[src/rtl/mac_arb_pkg.sv]
// -----------------------------------------------------------------------------
// mac_arb_pkg
// Shared definitions for the MAC transmit arbiter:
//   - arb_state_e        : arbiter FSM states (IDLE, XFER, IFG)
//   - NUM_Q              : number of transmit queues feeding the arbiter
//   - GRANT_NONE         : grant_id value reported when no queue owns the MAC
//   - IFG_CYCLES_DEFAULT : default inter-frame gap length in clk125 cycles
//   - rr_next()          : round-robin pointer successor (winner + 1 mod NUM_Q)
// -----------------------------------------------------------------------------
package mac_arb_pkg;

    typedef enum logic [1:0] {
        ST_IDLE = 2'd0,
        ST_XFER = 2'd1,
        ST_IFG  = 2'd2
    } arb_state_e;

    localparam int         NUM_Q              = 3;
    localparam logic [1:0] GRANT_NONE         = 2'd3;
    localparam int         IFG_CYCLES_DEFAULT = 12;

    // Next search start after a grant: the queue just after the winner.
    function automatic logic [1:0] rr_next(input logic [1:0] winner);
        return (winner == 2'd2) ? 2'd0 : winner + 2'd1;
    endfunction

endpackage

[src/rtl/mac_arb_pick.sv]
// -----------------------------------------------------------------------------
// mac_arb_pick
// Purely combinational winner selection. The request vector is searched
// starting at i_rr_ptr and wrapping around; the first requesting queue wins.
// A start of 0 gives fixed priority queue 0 > 1 > 2.
//
// Ports:
//   i_req     [NUM_Q-1:0]  queue request vector (bit i = queue i has a frame)
//   i_rr_ptr  [1:0]        queue index at which the search starts (0..2)
//   o_winner  [1:0]        index of the selected queue (0 when none found)
//   o_found                at least one request is present
// -----------------------------------------------------------------------------
module mac_arb_pick
    import mac_arb_pkg::*;
(
    input  logic [NUM_Q-1:0] i_req,
    input  logic [1:0]       i_rr_ptr,
    output logic [1:0]       o_winner,
    output logic             o_found
);

    logic [2:0] w_sum;
    logic [1:0] w_idx;

    // NOTE: every signal written in always_comb gets a default before any
    // conditional assignment, so no path leaves it unassigned (no latch).
    always_comb begin
        o_winner = 2'd0;
        o_found  = 1'b0;
        w_sum    = 3'd0;
        w_idx    = 2'd0;
        for (int k = 0; k < NUM_Q; k++) begin
            // Candidate index = (start + k) mod NUM_Q without a divider.
            w_sum = {1'b0, i_rr_ptr} + k[2:0];
            if (w_sum >= 3'd3) begin
                w_sum = w_sum - 3'd3;
            end
            w_idx = w_sum[1:0];
            if (!o_found && i_req[w_idx]) begin
                o_found  = 1'b1;
                o_winner = w_idx;
            end
        end
    end

endmodule

[src/rtl/mac_tx_arbiter.sv]
// -----------------------------------------------------------------------------
// mac_tx_arbiter
// Arbitrates three first-word-fall-through frame queues onto one MAC transmit
// byte stream. A queue that holds a complete frame is granted in IDLE, its
// bytes are streamed through a registered output stage with valid/ready
// handshaking until its last byte is accepted, then an inter-frame gap of
// IFG_CYCLES idle cycles is enforced before the next arbitration.
//
// Build option:
//   MAC_TX_ARB_STRICT_PRIO_EN  defined   -> strict priority queue 0 > 1 > 2
//                              undefined -> round-robin (default)
//
// Parameters:
//   IFG_CYCLES  idle cycles spent in IFG between frames (0 means one cycle)
//   DATA_W      byte-lane width
//
// Ports:
//   clk125       in   sole clock, rising edge
//   reset        in   asynchronous active-high reset
//   q_frame_rdy  in   [3]        queue i holds at least one complete frame
//   q_data       in   [3*DATA_W] FWFT head word, queue i at [i*DATA_W +: DATA_W]
//   q_eof        in   [3]        head word of queue i is the last frame byte
//   q_rd         out  [3]        one-hot pop strobe to the granted queue
//   tx_data      out  [DATA_W]   registered byte to the MAC
//   tx_valid     out             tx_data is valid
//   tx_eof       out             tx_data is the last byte of the frame
//   tx_ready     in              MAC accepts the byte when tx_valid && tx_ready
//   grant_id     out  [2]        current owner 0..2, 3 when no owner
//   busy         out             FSM is not in IDLE
// -----------------------------------------------------------------------------
module mac_tx_arbiter
    import mac_arb_pkg::*;
#(
    parameter int IFG_CYCLES = IFG_CYCLES_DEFAULT,
    parameter int DATA_W     = 8
) (
    input  logic                    clk125,
    input  logic                    reset,
    input  logic [NUM_Q-1:0]        q_frame_rdy,
    input  logic [NUM_Q*DATA_W-1:0] q_data,
    input  logic [NUM_Q-1:0]        q_eof,
    output logic [NUM_Q-1:0]        q_rd,
    output logic [DATA_W-1:0]       tx_data,
    output logic                    tx_valid,
    output logic                    tx_eof,
    input  logic                    tx_ready,
    output logic [1:0]              grant_id,
    output logic                    busy
);

    // Gap counter only needs to reach IFG_CYCLES-1; IFG_CYCLES of 0 still
    // spends one cycle in IFG, so its terminal count is also 0.
    localparam int               CNT_W    = (IFG_CYCLES > 1) ? $clog2(IFG_CYCLES) : 1;
    localparam logic [CNT_W-1:0] IFG_LAST = (IFG_CYCLES == 0) ? '0 : CNT_W'(IFG_CYCLES - 1);

    arb_state_e        r_state;
    arb_state_e        w_next_state;
    logic [1:0]        r_grant;
    logic              r_eof_popped;
    logic [CNT_W-1:0]  r_ifg_cnt;
    logic [DATA_W-1:0] r_tx_data;
    logic              r_tx_valid;
    logic              r_tx_eof;

    logic              w_take_grant;
    logic              w_pop;
    logic              w_accept;
    logic              w_frame_done;
    logic              w_ifg_done;
    logic [1:0]        w_winner;
    logic              w_found;
    logic [1:0]        w_pick_base;
    logic [DATA_W-1:0] w_sel_data;
    logic              w_sel_eof;
    logic [NUM_Q-1:0]  w_grant_onehot;

    // -------------------------------------------------------------------------
    // Arbitration policy
    // -------------------------------------------------------------------------
`ifdef MAC_TX_ARB_STRICT_PRIO_EN
    // Strict priority is the rotating search pinned to start at queue 0.
    assign w_pick_base = 2'd0;
`else
    logic [1:0] r_rr_ptr;

    assign w_pick_base = r_rr_ptr;

    always_ff @(posedge clk125 or posedge reset) begin
        if (reset) begin
            r_rr_ptr <= 2'd0;
        end else if (w_take_grant) begin
            r_rr_ptr <= rr_next(w_winner);
        end
    end
`endif

    mac_arb_pick u_pick (
        .i_req    (q_frame_rdy),
        .i_rr_ptr (w_pick_base),
        .o_winner (w_winner),
        .o_found  (w_found)
    );

    // -------------------------------------------------------------------------
    // Head word of the granted queue
    // -------------------------------------------------------------------------
    always_comb begin
        w_sel_data     = '0;
        w_sel_eof      = 1'b0;
        w_grant_onehot = '0;
        case (r_grant)
            2'd0: begin
                w_sel_data        = q_data[0*DATA_W +: DATA_W];
                w_sel_eof         = q_eof[0];
                w_grant_onehot[0] = 1'b1;
            end
            2'd1: begin
                w_sel_data        = q_data[1*DATA_W +: DATA_W];
                w_sel_eof         = q_eof[1];
                w_grant_onehot[1] = 1'b1;
            end
            2'd2: begin
                w_sel_data        = q_data[2*DATA_W +: DATA_W];
                w_sel_eof         = q_eof[2];
                w_grant_onehot[2] = 1'b1;
            end
            default: ;
        endcase
    end

    // -------------------------------------------------------------------------
    // FSM: state register
    // -------------------------------------------------------------------------
    // NOTE: clocked state uses non-blocking assignments so every register
    // samples pre-edge values regardless of block evaluation order.
    always_ff @(posedge clk125 or posedge reset) begin
        if (reset) begin
            r_state <= ST_IDLE;
        end else begin
            r_state <= w_next_state;
        end
    end

    // -------------------------------------------------------------------------
    // FSM: next state and control strobes
    // -------------------------------------------------------------------------
    assign w_accept = r_tx_valid && tx_ready;

    always_comb begin
        w_next_state = r_state;
        w_take_grant = 1'b0;
        w_pop        = 1'b0;
        w_frame_done = 1'b0;
        w_ifg_done   = 1'b0;
        case (r_state)
            ST_IDLE: begin
                // The grant cycle only records the owner; popping starts in XFER.
                if (w_found) begin
                    w_take_grant = 1'b1;
                    w_next_state = ST_XFER;
                end
            end
            ST_XFER: begin
                // Refill the output stage when it is empty or being drained,
                // but never read past the frame's last byte.
                w_pop = !r_eof_popped && (!r_tx_valid || tx_ready);
                if (w_accept && r_tx_eof) begin
                    w_frame_done = 1'b1;
                    w_next_state = ST_IFG;
                end
            end
            ST_IFG: begin
                if (r_ifg_cnt == IFG_LAST) begin
                    w_ifg_done   = 1'b1;
                    w_next_state = ST_IDLE;
                end
            end
            default: begin
                w_next_state = ST_IDLE;
            end
        endcase
    end

    // -------------------------------------------------------------------------
    // Ownership, end-of-frame tracking and gap counter
    // -------------------------------------------------------------------------
    always_ff @(posedge clk125 or posedge reset) begin
        if (reset) begin
            r_grant      <= GRANT_NONE;
            r_eof_popped <= 1'b0;
            r_ifg_cnt    <= '0;
        end else begin
            // The owner keeps the grant until its last byte is accepted, even
            // if its q_frame_rdy drops in the middle of the frame.
            if (w_take_grant) begin
                r_grant <= w_winner;
            end else if (w_frame_done) begin
                r_grant <= GRANT_NONE;
            end

            if (w_pop && w_sel_eof) begin
                r_eof_popped <= 1'b1;
            end else if (w_frame_done) begin
                r_eof_popped <= 1'b0;
            end

            if (r_state == ST_IFG) begin
                r_ifg_cnt <= w_ifg_done ? '0 : r_ifg_cnt + 1'b1;
            end
        end
    end

    // -------------------------------------------------------------------------
    // Registered output stage
    // -------------------------------------------------------------------------
    always_ff @(posedge clk125 or posedge reset) begin
        if (reset) begin
            r_tx_data  <= '0;
            r_tx_valid <= 1'b0;
            r_tx_eof   <= 1'b0;
        end else if (w_pop) begin
            r_tx_data  <= w_sel_data;
            r_tx_valid <= 1'b1;
            r_tx_eof   <= w_sel_eof;
        end else if (w_accept) begin
            // Accepted with nothing behind it: the stage empties.
            r_tx_valid <= 1'b0;
            r_tx_eof   <= 1'b0;
        end
    end

    // -------------------------------------------------------------------------
    // Outputs
    // -------------------------------------------------------------------------
    assign q_rd     = w_pop ? w_grant_onehot : '0;
    assign tx_data  = r_tx_data;
    assign tx_valid = r_tx_valid;
    assign tx_eof   = r_tx_eof;
    assign grant_id = r_grant;
    assign busy     = (r_state != ST_IDLE);

endmodule

[config.mk]
export PLATFORM = sky130hd
export DESIGN_NAME = mac_tx_arbiter
export DESIGN_NICKNAME = d
export VERILOG_FILES = /design/src/rtl/mac_arb_pkg.sv /design/src/rtl/mac_arb_pick.sv /design/src/rtl/mac_tx_arbiter.sv
export SDC_FILE = /design/constraint.sdc
export NUM_CORES = 1
export LEC_CHECK = 0
export ABC_AREA = 0
export CAP_MARGIN = 10
export CELL_PAD_IN_SITES_DETAIL_PLACEMENT = 0
export CELL_PAD_IN_SITES_GLOBAL_PLACEMENT = 1
export CORE_MARGIN = 3
export CORE_UTILIZATION = 30
export CTS_CLUSTER_DIAMETER = 50
export DETAILED_ROUTE_END_ITERATION = 12
export MAX_ROUTING_LAYER = met4
export PLACE_DENSITY = 0.78
export SYNTH_ARGS = -nofsm -noshare
export SYNTH_HDL_FRONTEND = slang
export SYNTH_HIERARCHICAL = 1
export SYNTH_SLANG_ARGS = --single-unit
[constraint.sdc]
create_clock -name clk125 -period 1.98 [get_ports clk125]
set_input_delay 0.198 -clock clk125 [delete_from_list [all_inputs] [get_ports clk125]]
set_output_delay 0.198 -clock clk125 [all_outputs]
set_load 0.05 [all_outputs]
==> run metrics <==
post-layout util=53.4%; met1 usage=between 15 and 20%; Pre-antenna DRT Iters=4; Hold Path Class=input port to asynchronous set/reset pin; Final Max Slew Viols=0; Setup Skew=0.00742 ns; cts-stage hold buffer count=0; final instance area=0.00221 sq mm; Hold Fails Final Rpt=0; status=finished, violations left; worst-margin pin slew=between 0.7 and 0.8 ns; critical path class=register to register; ANT nets after route=0; Top Family by Delay on Critical Path=simple AND/OR/NAND/NOR gates; reg2reg start=r_rr_ptr[0]; full die area=0.00525 sq mm; gr ovfl total=0; Crit-path slowest cell=dfrtp_2; synthesized cell area=0.00133 sq mm; dpl ws=-0.163 ns; initial core utilization=32.0%; CP max stage delay=0.44 ns; CTS H-tree depth=1; GR peak layer=met2; Post-synth EDFFs=0; post-synth top area cell=dfrtp_1; Post-route DRC=0; root buffer cell=clkbuf_8; CP max FO=4; layout cell share with drive strength beyond 1=36.3%; post-synthesis sequential area ratio=39.8%; synthesized instance count=123; Critical Path Sink Type=register; grt met3 use=3.74%; Rel. slew slack=51.2%; final setup vio count=4; largest net degree at the start of global routing=15; Peak VDD IR=0.900 mV; vias per cell=4.96; YS warnings=6; Area after DPL=approximately 0.0020 sq mm; FMAX=between 400 and 500 MHz; Synth Net Count=160; CTS Sinks=21; Top FF cell, synth=dfrtp_1; Synth area leaders=dfrtp_1 36%, mux2i_1 11%, mux2_2 6.8%; RSZ-0062 raised after global routing=true; wire per inst=15.0 um; setup TNS=-0.0711 ns; first-pass GRT wire length=5.86 mm; Yosys top cell area share=35.9%; crit path DAT=between 2 and 2.5 ns; fin nets=228; met2 Usage GRT=between 20% and 30%; Unique masters post-synth=35; clock latency on the worst-skew pair=0.27 ns; antenna violations before repair=0; maximum clock path buffer count=2; via count=between 1000 and 1500; P&R area growth vs syn=66.9%; GRT Total Usage=14.4%; Tcrit/Tclk final=102%; CTS clk-pin slew, worst paths=roughly 0.080 ns; synth cell count leaders=19 x dfrtp_1, 15 x mux2i_1, 9 x o2bb2ai_1; Static Leakage=0.973 nW; cts bufs inserted=3; vias in the first global route=1240; overall power=0.00354 W; CTS tree=yes; # rows=23; ANT cells=0; failing checks=negative setup slack; synthesized area per cell=roughly 11 sq um; critical path, cell by cell=inv_2 > ha_4 > nand3b_1 > o21ai_1 > buf_4 > nor4b_2 > a211oi_4 > nand2b_1 > o21ai_0; die width=72.5 um; Post-DP HPWL=~2.8 mm; Die Y=approximately 72 um; Synth Register Bits=21; Post-synth ARST share=100%; critical path required time=approximately 2.2 ns; crit path from=r_rr_ptr[0]; DRT iter0 DRCs=22; minimum clock period=around 2.0 ns; GPL Wtd Cong=about 0.8; Max-Cap Viols=0; IO buf count=between 40 and 50; Power Density=1600 mW/mm^2; critical path launch point type=register; count leader, synth=dfrtp_1; final wirelength=3.61 mm; total core area=about 0.0041 sq mm; post-route setup slack=-0.0326 ns; # IOs=49; WP buf/inv=2
[kinds of logic after synthesis]
| logic type | synth area share [%] |
|---|---|
| buffers and inverters | 5.19 |
| AO/OA/AOI/OAI | 13.3 |
| adder cells (fa/ha/maj) | 3.78 |
| multiplexers | 22.7 |
| AND/OR/NAND/NOR | 15.2 |
| flip-flops | 39.8 |
[area by class of cell]
cell class / count / area (sq um)
multi-input combinational: 89 / 871
sequential: 21 / 532
fill: 379 / 1930
timing repair buffer: 69 / 672
tap: 50 / 62.6
inverter: 7 / 26.3
clock inverter: 1 / 7.51
clock buffer: 3 / 41.3
[power by group]
| part | internal [W] | total, W | switching (W) | leakage (nW) |
|---|---|---|---|---|
| Sequential | 0.000618 | 0.000766 | 0.000148 | 0.258 |
| Clock | 0.000142 | 0.000289 | 0.000147 | 0.0217 |
| Combinational | 0.00121 | 0.00248 | 0.00128 | 0.694 |
[through the flow]
stage | hold WS, ns | instances
floorplan | 0.173 | 123
global placement | 0.477 | 228
detailed placement | 0.482 | 228
CTS | 0.283 | 239
global route | 0.322 | 240
finish | 0.262 | 240
[path summary, 6_finish.rpt]
| kind | end | slack, ns | cells after the start |
|---|---|---|---|
| max in group asynchronous | tx_data[7] | 1.25 | 3 |
| hold / removal | tx_data[4] | 0.26 | 2 |
| setup / recovery | r_rr_ptr[1] | -0.03 | 9 |
| hold reg to reg | r_eof_popped | 0.50 | 1 |
| min in group clk125 | tx_valid | 0.31 | 3 |
| setup reg to reg | r_rr_ptr[1] | -0.03 | 9 |
[layout by cell type (no fill, tap or decap), drive strengths merged, types with 2 or more instances in the layout]
master / n
clkdlybuf4s50: 41
buf: 26
dfrtp: 19
mux2i: 15
mux2: 12
o2bb2ai: 9
nand2: 8
inv: 7
o21ai: 6
nand3b: 4
nor2: 4
ha: 4
nand2b: 3
nor3: 3
clkbuf: 3
nor2b: 3
a31oi: 2
dfstp: 2
dlymetal6s2s: 2
a211oi: 2
nor3b: 2
[routing by layer]
metal  part of all wire, %  vias to the layer above
li1                      -                      587
met1                    40                      581
met2                    55                       21
met3                   4.3                        2
met4                  0.19                        0
met5                     0                        -
[what timing repair did]
item                                    CTS  global route
setup buffers                             7             1
pin swaps                                 8             2
endpoints found under the setup margin    5             8
resized for setup                        12             7
[registers in the layout (all words and copies together), names as in the netlist]
| register | flops |
|---|---|
| grant_id | 2 |
| r_ifg_cnt | 4 |
| tx_valid | 1 |
| r_eof_popped | 1 |
| tx_eof | 1 |
| r_rr_ptr | 2 |
| tx_data | 8 |
| r_state | 2 |
No activity file was read; power rests on OpenSTA's default activity.
==> patch (same settings) <==
`DATA_W`: 8 -> 7.
--- a/src/rtl/mac_tx_arbiter.sv
+++ b/src/rtl/mac_tx_arbiter.sv
@@ -32,7 +32,7 @@
     import mac_arb_pkg::*;
 #(
     parameter int IFG_CYCLES = IFG_CYCLES_DEFAULT,
-    parameter int DATA_W     = 8
+    parameter int DATA_W     = 7
 ) (
     input  logic                    clk125,
     input  logic                    reset,
Ports: changed (resized q_data and tx_data); port bits go from 49 to 45. No check against the original RTL was run, so the function may have changed too.
==> patch against the original RTL <==
- the flow still finishes with violations (negative setup slack)
- sequential cell count down 1
- worst setup slack improved by 21 ps
- maximum frequency up 1.1%
- routed wire length down 17%
- count of clock-buffer cells in the layout up 1
- die area decreased by 4.1%
- critical path depth fell by 1
- first-iteration DRC count is 77% higher
- power shrank 12%
- synthesized area is 4.4% lower
- combinational power fell by 15%
- design area decreased by 9.2%
==> patch: results (changes against the original RTL) <==
==============================================================================
Maximum fanout along the worst path                                          8   +4
Cell types occupying the most area after synthesis                dfrtp_1, mux2i_1, mux2_2
Vias post-DR                                                              1093   -8.2%
Leading cell types by count after synthesis                       dfrtp_1, mux2i_1, nand2_1, o2bb2ai_1
Arrival time worst endpoint                                            2170 ps   -20 ps
Worst slack at placement                                              -88.2 ps   +74.6 ps
Net count, final                                                           208   -8.8%
Fraction of cell area in non-clock buffers                               0.276   -0.0273
Status                                                            complete, but fails checks
Power attributed to combinational cells                                2.10 mW   -15%
R2r endpoint                                                      grant_id[1]$_DFFE_PP1P_
Setup Viol. Count Final                                                      2   -2
GR Layer Usage met2                                                      0.215   -0.0305
Number of fill cells                                                       339   -11%
Leakage component of the power                                        0.875 nW   -10%
Post-layout worst setup margin                                        -11.4 ps   +21.2 ps
Post-synthesis sequential area ratio                                     0.397   -0.00126
Post-synth net total                                                       153   -4.4%
Count of input and output buffers                                           44   -8.3%
Worst Tran Pin Value                                                    589 ps   -142 ps
Met3 track demand over resource                                         0.0398   +0.00238
Routed met3 length                                                      278 µm   +78%
Last weighted congestion value of the routability-driven placer          0.835   +4.4%
Violated checks                                                   negative setup slack
Library cells used by synthesis                                             34   -2.9%
==============================================================================
patch: changes by cell type in the layout (fill, tap and decap cells not counted), moves of 2 or more:
| cell | before | now |
|---|---|---|
| clkdlybuf4s50_1 | 41 | 39 |
| mux2i_1 | 13 | 11 |
| buf_4 | 22 | 14 |
| dlymetal6s2s_1 | 2 | 0 |
patch: per-stage QoR:
stage               hold WS, ps  cells
global placement            475    212
detailed placement          485    212
CTS                         287    219
floorplan                   160    119
finish                      267    221
global route                342    221
patch: repair_timing:
action                     in CTS  in global routing
setup endpoints to repair       4                  6
buffers inserted                3                  2
pin swaps                       4                  1
resized for setup               7                  3
patch: cells by family after synthesis:
kind of cell | Yosys count | synth area share
AND/OR/NAND/NOR | 34 | 0.159
multiplexers | 25 | 0.220
AO/OA/AOI/OAI | 23 | 0.132
flip-flops | 20 | 0.397
buffers and inverters | 13 | 0.0514
adder cells (fa/ha/maj) | 4 | 0.0395
patch: critical path: stages, from the launching register on:
cell and delay (ps):
dfrtp_2 420, inv_2 60, ha_4 300, mux2i_1 220
o21ai_2 90, or3_4 340, or3b_4 290, nor2_1 50
a31oi_1 150
patch: worst max path at each step:
stage                                         end  cells past startpoint  slack, ps                     from
final                     grant_id[1]$_DFFE_PP1P_                      8        -10  r_rr_ptr[0]$_DFFE_PP0P_
after global routing      grant_id[0]$_DFFE_PP1P_                      8        -80  r_rr_ptr[0]$_DFFE_PP0P_
after CTS                 grant_id[1]$_DFFE_PP1P_                      8          4  r_rr_ptr[0]$_DFFE_PP0P_
after detailed placement  r_rr_ptr[0]$_DFFE_PP0P_                      6        -90           q_frame_rdy[2]
after global placement    r_rr_ptr[1]$_DFFE_PP0P_                      8          3  r_rr_ptr[1]$_DFFE_PP0P_
after floorplan                           q_rd[0]                      5        -90     tx_valid$_DFFE_PP0P_
